File: config.mk
export PLATFORM = sky130hd
export DESIGN_NAME = shared_mem_arbiter
export DESIGN_NICKNAME = d
export VERILOG_FILES = /design/src/rtl/shared_mem_pkg.sv /design/src/rtl/mem_rr_arb.sv /design/src/rtl/shared_mem_arbiter.sv
export SDC_FILE = /design/constraint.sdc
export NUM_CORES = 1
export LEC_CHECK = 0
export CELL_PAD_IN_SITES_DETAIL_PLACEMENT = 1
export CELL_PAD_IN_SITES_GLOBAL_PLACEMENT = 1
export CORE_MARGIN = 2
export CORE_UTILIZATION = 29
export CTS_CLUSTER_DIAMETER = 40
export CTS_CLUSTER_SIZE = 30
export DETAILED_ROUTE_END_ITERATION = 8
export GPL_TIMING_DRIVEN = 0
export PLACE_DENSITY = 0.8
export RECOVER_POWER = 100
export SYNTH_ARGS = -nofsm -noshare
export SYNTH_HDL_FRONTEND = slang
export SYNTH_SLANG_ARGS = --single-unit
File: constraint.sdc
create_clock -name clk_sys -period 2 [get_ports clk_sys]
set_input_delay 0.4 -clock clk_sys [delete_from_list [all_inputs] [get_ports clk_sys]]
set_output_delay 0.4 -clock clk_sys [all_outputs]
set_load 0.02 [all_outputs]
File: src/rtl/shared_mem_pkg.sv
// Shared types and default timing for the cartridge flash/PSRAM bus sequencer.
// Holds the FSM encoding, requester ids and the word-address helper.
package shared_mem_pkg;

  typedef enum logic [2:0] {
    RST_ASSERT = 3'd0,
    RST_WAIT   = 3'd1,
    IDLE       = 3'd2,
    READ       = 3'd3,
    GAP        = 3'd4
  } state_e;

  typedef enum logic {
    PORT_PRG = 1'b0,
    PORT_CHR = 1'b1
  } port_e;

  localparam int DEF_READ_WAIT   = 5;
  localparam int DEF_GAP_CYCLES  = 1;
  localparam int DEF_RST_LOW     = 4;
  localparam int DEF_RST_RECOVER = 10;

  localparam logic [22:0] DEF_PRG_BASE = 23'h000000;
  localparam logic [22:0] DEF_CHR_BASE = 23'h004000;

  localparam int CNT_W = 16;

  // Byte address bit 0 picks the half-word lane, so only addr[n:1] reaches the bus.
  function automatic logic [22:0] word_addr(input logic [22:0] base,
                                            input logic [13:0] word_off);
    return base + {9'd0, word_off};
  endfunction

endpackage

File: src/rtl/mem_rr_arb.sv
// Two-way round-robin grant between PRG and CHR; last_grant starts at PRG
// so CHR wins the first tie after reset.
import shared_mem_pkg::*;

module mem_rr_arb (
  input  logic  clk_i,
  input  logic  rst_i,
  input  logic  req_prg_i,
  input  logic  req_chr_i,
  input  logic  take_i,
  output logic  valid_o,
  output port_e grant_o
);

  port_e last_grant_q;

  always_comb begin
    valid_o = req_prg_i | req_chr_i;
    grant_o = PORT_PRG;
    if (req_prg_i && req_chr_i) begin
      grant_o = (last_grant_q == PORT_PRG) ? PORT_CHR : PORT_PRG;
    end else if (req_chr_i) begin
      grant_o = PORT_CHR;
    end
  end

  always_ff @(posedge clk_i) begin
    if (rst_i) begin
      last_grant_q <= PORT_PRG;
    end else if (take_i && valid_o) begin
      last_grant_q <= grant_o;
    end
  end

endmodule

File: src/rtl/shared_mem_arbiter.sv
// Sequences flash reset and asynchronous reads on the shared cartridge bus,
// serving byte reads for the PRG and CHR requesters one at a time.
import shared_mem_pkg::*;

module shared_mem_arbiter #(
  parameter int          READ_WAIT   = DEF_READ_WAIT,
  parameter int          GAP_CYCLES  = DEF_GAP_CYCLES,
  parameter int          RST_LOW     = DEF_RST_LOW,
  parameter int          RST_RECOVER = DEF_RST_RECOVER,
  parameter logic [22:0] PRG_BASE    = DEF_PRG_BASE,
  parameter logic [22:0] CHR_BASE    = DEF_CHR_BASE
) (
  input  logic        clk_sys,
  input  logic        rst,
  input  logic        prg_req,
  input  logic [14:0] prg_addr,
  output logic        prg_ack,
  output logic [7:0]  prg_data,
  input  logic        chr_req,
  input  logic [13:0] chr_addr,
  output logic        chr_ack,
  output logic [7:0]  chr_data,
  input  logic [15:0] shared_d_in,
  output logic [22:0] shared_a,
  output logic        shared_oe_n,
  output logic        shared_we_n,
  output logic        flash_ce_n,
  output logic        flash_reset_n,
  output logic        psram_ce_n,
  output logic        ready
);

  state_e           state_q, state_d;
  logic [CNT_W-1:0] cnt_q, cnt_d;
  logic             ready_q, ready_d;
  logic [22:0]      shared_a_q, shared_a_d;
  logic             sel_hi_q, sel_hi_d;
  port_e            gnt_id_q, gnt_id_d;
  logic             prg_ack_q, prg_ack_d;
  logic             chr_ack_q, chr_ack_d;
  logic [7:0]       prg_data_q, prg_data_d;
  logic [7:0]       chr_data_q, chr_data_d;

  logic             arb_valid;
  port_e            arb_grant;
  logic             arb_take;
  logic [7:0]       rd_byte;

  mem_rr_arb u_arb (
    .clk_i     (clk_sys),
    .rst_i     (rst),
    .req_prg_i (prg_req),
    .req_chr_i (chr_req),
    .take_i    (arb_take),
    .valid_o   (arb_valid),
    .grant_o   (arb_grant)
  );

  assign rd_byte = sel_hi_q ? shared_d_in[15:8] : shared_d_in[7:0];

  always_comb begin
    state_d    = state_q;
    cnt_d      = cnt_q + 1'b1;
    ready_d    = ready_q;
    shared_a_d = shared_a_q;
    sel_hi_d   = sel_hi_q;
    gnt_id_d   = gnt_id_q;
    prg_ack_d  = 1'b0;
    chr_ack_d  = 1'b0;
    prg_data_d = prg_data_q;
    chr_data_d = chr_data_q;
    arb_take   = 1'b0;

    case (state_q)
      RST_ASSERT: begin
        if (cnt_q == CNT_W'(RST_LOW - 1)) begin
          state_d = RST_WAIT;
          cnt_d   = '0;
        end
      end
      RST_WAIT: begin
        if (cnt_q == CNT_W'(RST_RECOVER - 1)) begin
          state_d = IDLE;
          cnt_d   = '0;
          ready_d = 1'b1;
        end
      end
      IDLE: begin
        cnt_d = '0;
        if (arb_valid) begin
          arb_take = 1'b1;
          state_d  = READ;
          gnt_id_d = arb_grant;
          if (arb_grant == PORT_CHR) begin
            shared_a_d = word_addr(CHR_BASE, {1'b0, chr_addr[13:1]});
            sel_hi_d   = chr_addr[0];
          end else begin
            shared_a_d = word_addr(PRG_BASE, prg_addr[14:1]);
            sel_hi_d   = prg_addr[0];
          end
        end
      end
      READ: begin
        // Data is sampled on the edge that closes the final READ cycle.
        if (cnt_q == CNT_W'(READ_WAIT - 1)) begin
          state_d = GAP;
          cnt_d   = '0;
          if (gnt_id_q == PORT_CHR) begin
            chr_data_d = rd_byte;
            chr_ack_d  = 1'b1;
          end else begin
            prg_data_d = rd_byte;
            prg_ack_d  = 1'b1;
          end
        end
      end
      GAP: begin
        if (cnt_q == CNT_W'(GAP_CYCLES - 1)) begin
          state_d = IDLE;
          cnt_d   = '0;
        end
      end
      default: begin
        state_d = RST_ASSERT;
        cnt_d   = '0;
      end
    endcase
  end

  always_ff @(posedge clk_sys) begin
    if (rst) begin
      state_q    <= RST_ASSERT;
      cnt_q      <= '0;
      ready_q    <= 1'b0;
      shared_a_q <= '0;
      sel_hi_q   <= 1'b0;
      gnt_id_q   <= PORT_PRG;
      prg_ack_q  <= 1'b0;
      chr_ack_q  <= 1'b0;
      prg_data_q <= 8'h00;
      chr_data_q <= 8'h00;
    end else begin
      state_q    <= state_d;
      cnt_q      <= cnt_d;
      ready_q    <= ready_d;
      shared_a_q <= shared_a_d;
      sel_hi_q   <= sel_hi_d;
      gnt_id_q   <= gnt_id_d;
      prg_ack_q  <= prg_ack_d;
      chr_ack_q  <= chr_ack_d;
      prg_data_q <= prg_data_d;
      chr_data_q <= chr_data_d;
    end
  end

  assign flash_reset_n = (state_q != RST_ASSERT);
  assign flash_ce_n    = (state_q != READ);
  assign shared_oe_n   = (state_q != READ);
  assign shared_we_n   = 1'b1;
  assign psram_ce_n    = 1'b1;
  assign shared_a      = shared_a_q;
  assign ready         = ready_q;
  assign prg_ack       = prg_ack_q;
  assign chr_ack       = chr_ack_q;
  assign prg_data      = prg_data_q;
  assign chr_data      = chr_data_q;

endmodule

# Word-level counts from Yosys, hierarchy flattened

Cells that the tools add are included.

Register bits after elaboration: 64
Input bits: 49
Output and inout bits: 47

$add $sub $neg: 2
Eq/ne operators: 13
Muxes and demuxes: 21
Bitwise operators: 4
Reductions and logical operators: 11

Operators with widths:

| kind                   | count |
|---|---|
| $mux 16                | 5 |
| $pmux 16 s4            | 1 |
| $add 15x13->16 const A | 1 |
| $add 16x1->16 const B  | 1 |
| $eq 16x2->1 const B    | 1 |
| $eq 16x3->1 const B    | 1 |
| $eq 16x4->1 const B    | 1 |
| $logic_not 16->1       | 1 |
| $mux 3                 | 5 |
| $pmux 3 s5             | 1 |
| $mux 1                 | 8 |
| $mux 8                 | 1 |
| $ne 2x2->1 const B     | 4 |
| $eq 3x2->1 const B     | 2 |
| $reduce_and 3->1       | 2 |
| $reduce_and 5->1       | 1 |
| $reduce_and 2->1       | 2 |
| $eq 3x1->1 const B     | 1 |
| $eq 3x3->1 const B     | 1 |
| $logic_not 3->1        | 1 |
| $ne 3x2->1 const B     | 1 |
| $not 1->1              | 3 |
| $reduce_bool 3->1      | 1 |
| $reduce_or 3->1        | 1 |
| 3 further kinds        | 4 |

# Depth between registers and ports, before layout

Depth after elaboration: 4
Gate-level depth with buffers: 8
Depth with buffers taken out: 7

# Modules after synthesis

Synthesis repeated with hierarchy kept, for this count alone.

Cell total of the unflattened synthesis: 282
Area total of the unflattened synthesis: 2,528.7 um2

By module, submodules not included:

| module             | times used | cells an instance | area each (um2) |
|---|---|---|---|
| shared_mem_arbiter | 1          | 276               | 2,468.6 |
| mem_rr_arb         | 1          | 6                 | 60.1 |

# Worst setup path after synthesis

Ideal clock, no wire load.

Path kind: register -> register
From: register cnt_q[11]
To: register cnt_q[3]
Setup time: 115 ps
Data arrival time: 1,757 ps
Required time: 1,885 ps
Setup slack: 128 ps
Stages on the path, launching flop included: 7
Buffers on the path: 1
Clock period less this slack: 1,872 ps
Path through: dfxtp_1 > or4_4 > and4bb_1 > a31o_1 > a311o_2 > buf_6 > nor2_1

Longest elaborated chain between the ends: 3
Elaborated cells between the ends (all ways): 9
Those cells by class: eq/ne: 3; mux: 5; reduce/logical: 1

Ends and longest elaborated chain:

| item                                      | RTL line                  | source |
|---|---|---|
| start: declaration                        | shared_mem_arbiter.sv:34  | `logic [CNT_W-1:0] cnt_q, cnt_d;` |
| start signal: assignment                  | shared_mem_arbiter.sv:144 | `cnt_q <= cnt_d;` |
| $eq 16x3->1, or another cell as far along | shared_mem_arbiter.sv:105 | `if (cnt_q == CNT_W'(READ_WAIT - 1)) begin` |
| $mux 16 (on tied branches)                | n/a                       |  |
| $pmux 16 s4 (*)                           | shared_mem_arbiter.sv:74  | `case (state_q)` |

Every way passes the cells marked *; elsewhere a longest branch is shown, timed or not.
A chain may end at the register's enable or synchronous reset.

# Worst setup path in the final report

From: register cnt_q[15]
To: register cnt_q[13]

Same word-level chain as after synthesis.

==> flow_metrics.tcl <==
set metrics [dict create \
    synth_fa_ha_area_share_pct 1.51 \
    post_drt_wl_per_cell_um 15.0 \
    r2r-end "cnt_q[13]$_SDFF_PP0_" \
    slew_headroom_pct 57.2 \
    ios 96 \
    ys_async_sr_fraction_pct 0 \
    layout_commonest_cell "clkdlybuf4s50_1" \
    gr-usage-met2_pct 28.4 \
    placed_cell_area_um2 3500 \
    drc_errors 0 \
    dr_total_vias 2311 \
    critical_path.cell_chain "or4_4 > and4bb_2 > a31o_1 > a311o_2 > buf_4 > nor2_1" \
    clockBufferDepth 2 \
    clock_sink_count 54 \
    drive_gt1_share_pct 16.5 \
    synthCells 270 \
    antenna_cells 0 \
    hold_start "cnt_q[0]$_SDFF_PP0_" \
    critPathCaptureType "flip-flop" \
    ys_seq_area_share_pct 43.4 \
    met3_usage_pct 3.11 \
    hold_depth 1 \
    coreArea_um2 8260 \
    r2r_cells 6 \
    drtPass1Iterations 4 \
    cp_top_family "simple AND/OR/NAND/NOR gates" \
    synth_top_area_share_pct 43.4 \
    postRouteAntennaNets 0 \
    slowest_stage "or4_4" \
    powerDensity_nw_per_um2 719 \
    clk_pin_slew_ns 0.10 \
    drtIter0Drc 48 \
    timing.rr.start "cnt_q[15]$_SDFF_PP0_" \
    max_stage_delay_ns 0.55 \
    synth-seq-cells 54 \
    fin_hold_ws_ns 0.470 \
    wirelength_mm 7.31 \
    ys.flop_type "dfxtp_1" \
    critPathKind "reg2reg" \
    busiest_layer "met2" \
    die_h_um 96.7 \
    worstPathArrival_ns 2.21 \
    muxShareOfSynthArea_pct 8.84 \
    final_util_pct 45.2 \
    path_buf_inv 1 \
    nets 433 \
    fillers 963 \
    area_growth_pct 49.8 \
    die_x_um 96.7 \
    dp_hpwl_mm 5.52 \
    status "complete, but fails checks" \
    clock-root-buffer "clkbuf_8" \
    layout.cells.non_filler 486 \
    irDropWorstVdd_v 0.000306 \
    path_max_fanout 4 \
    grt_usage_pct 15.4 \
    period_needed_ns 2.02 \
    cts_buffers 5 \
    finalHoldViolCount 0 \
    htree_levels 2 \
    final_cell_area_um2 3730 \
    drv_slew 0 \
    grt_pass1_wl_mm 12.1 \
    grt_overflow 0 \
    finalSetupViolCount 8 \
    die_area_um2 9350 \
    grt_pass1_vias 2389 \
    cts_tree "built" \
    netlist_area_um2 2490 \
    viasPerCell 4.76 \
    synth.avg_cell_area_um2 9.23 \
    start_kind "flip-flop" \
    port_buffers 85 \
    synth-compound-area-share_pct 13.0 \
    antenna_found_initial 0 \
    dp.cells 468 \
    cp.depth 6 \
    violations "negative setup slack" \
    hp-class "reg2reg" \
    grt_max_degree 17 \
    rsz0062_at_grt "yes" \
    p_total_w 0.00269 \
    num_rows 33 \
    min_to "cnt_q[0]$_SDFF_PP0_" \
    rrSetupSlack_ns -0.02 \
    start_util_pct 30.2 \
    worst_pin_slew_ns 0.643 \
    synth_top_family_by_area "simple AND/OR/NAND/NOR gates" \
    place_congestion 0.759 \
    finalClockSkew_ns 0.0123 \
    leakage_nw 1.33 \
    synth_cell_types 41 \
    crit_required_ns 2.19 \
    yosys_warnings 0 \
    period_share_pct 101 \
    synth-xor-area-share_pct 5.27 \
    synth_edf_count 0 \
    synth_area_leaders "dfxtp_1 43%, a211oi_1 9.0%, mux2i_1 8.8%, nor2_1 8.4%, buf_4 3.6%" \
    clkLatencyLatePin_ns 0.31 \
    clock.fmax_mhz 496 \
    layout_common_cells "81 x clkdlybuf4s50_1, 50 x nor2_1, 48 x dfxtp_1, 29 x a211oi_1, 23 x buf_4" \
    maxCapViolations 0 \
    yosys.area_share.simple_pct 20.1 \
    setup_slack_ns -0.0159 \
    yosysTopAreaCell "dfxtp_1" \
    grt_use_met1_pct 18.8 \
]
-- cell usage after synthesis (2+ instances only) --
library cell   n
nor3_4         2
buf_4         12
nor4_1         2
a31oi_1        2
clkbuf_1       8
nor4_2         2
nand3_1        8
inv_1          7
nor2_1        56
nor3_1         3
nor2b_1        2
xnor2_1        6
buf_6          3
a211oi_1      30
nand4_1        5
ha_1           3
nand2_1        9
dfxtp_1       54
xor2_1         9
conb_1         2
a21oi_1        4
mux2i_1       22
-- per-stage QoR --
stage                     setup WS [ns]  TNS (ns)
final                           -0.0159   -0.0485
after global routing             -0.104     -1.43
after CTS                       0.00121         0
after detailed placement         -0.569     -7.72
after global placement           -0.509     -6.50
after floorplan                   0.128         0
-- worst register-to-register path, delay by kind of cell (launching register included) --
kind	cells	cell delay, ns
simple gates	3	0.96
compound gates	2	0.47
flops	1	0.33
buf+inv	1	0.15
-- kinds of logic (layout without fill, tap and decap cells) --
family                     count (synthesis)  count (layout)
and+or+nand+nor                           98              98
DFF                                       54              54
AOI/OAI and AO/OA                         44              44
buffers and inverters                     32             135
muxes                                     22              22
xor gates and xnor gates                  15              15
adders and majority gates                  3               3
other                                      2              10
-- worst max-delay path by stage --
stage	from	to
2_1_floorplan	cnt_q[11]$_SDFF_PP0_	cnt_q[3]$_SDFF_PP0_
3_3_place_gp	chr_req	sel_hi_q$_SDFFE_PP0P_
3_5_place_dp	chr_req	shared_a[10]$_SDFFE_PP0P_
4_1_cts	cnt_q[0]$_SDFF_PP0_	cnt_q[5]$_SDFF_PP0_
5_1_grt	cnt_q[15]$_SDFF_PP0_	cnt_q[13]$_SDFF_PP0_
6_report	cnt_q[15]$_SDFF_PP0_	cnt_q[13]$_SDFF_PP0_
-- area by class of cell --
type / instances / area, um2 / area share (%)
Sequential cell: 54 / 1090 / 29.1
Inverter: 7 / 26.3 / 0.704
Clock buffer: 5 / 68.8 / 1.84
Multi-Input combinational cell: 192 / 1310 / 35.0
Buffer: 25 / 165 / 4.42
Clock inverter: 2 / 15.0 / 0.402
Tap cell: 105 / 131 / 3.52
Timing Repair Buffer: 96 / 932 / 25.0
-- sequential cells by signal, indices dropped and copies added (netlist names), 3 cells and up --
register  flops
prg_data      8
cnt_q        16
shared_a     15
chr_data      8
state_q       3
-- what timing repair did --
action,in CTS,in global routing
pin swaps,5,10
endpoints found under the setup margin,34,36
gates cloned,0,1
resized for setup,12,17
hold buffers,0,0
buffers inserted,9,1
-- report_power, final --
part | internal [W] | switching (W) | leakage, nW
combinational | 0.000423 | 0.000450 | 0.856
sequential | 0.00115 | 0.0000644 | 0.438
clock | 0.000240 | 0.000364 | 0.0362
total | 0.00181 | 0.000878 | 1.33
-- routing by layer --
layer  routed length, um  up-vias
li1                    -     1145
met1                3190     1099
met2                3770       63
met3                 307        4
met4                  31        0
met5                   0        -
Note: power is estimated with default switching activity, not from simulation.
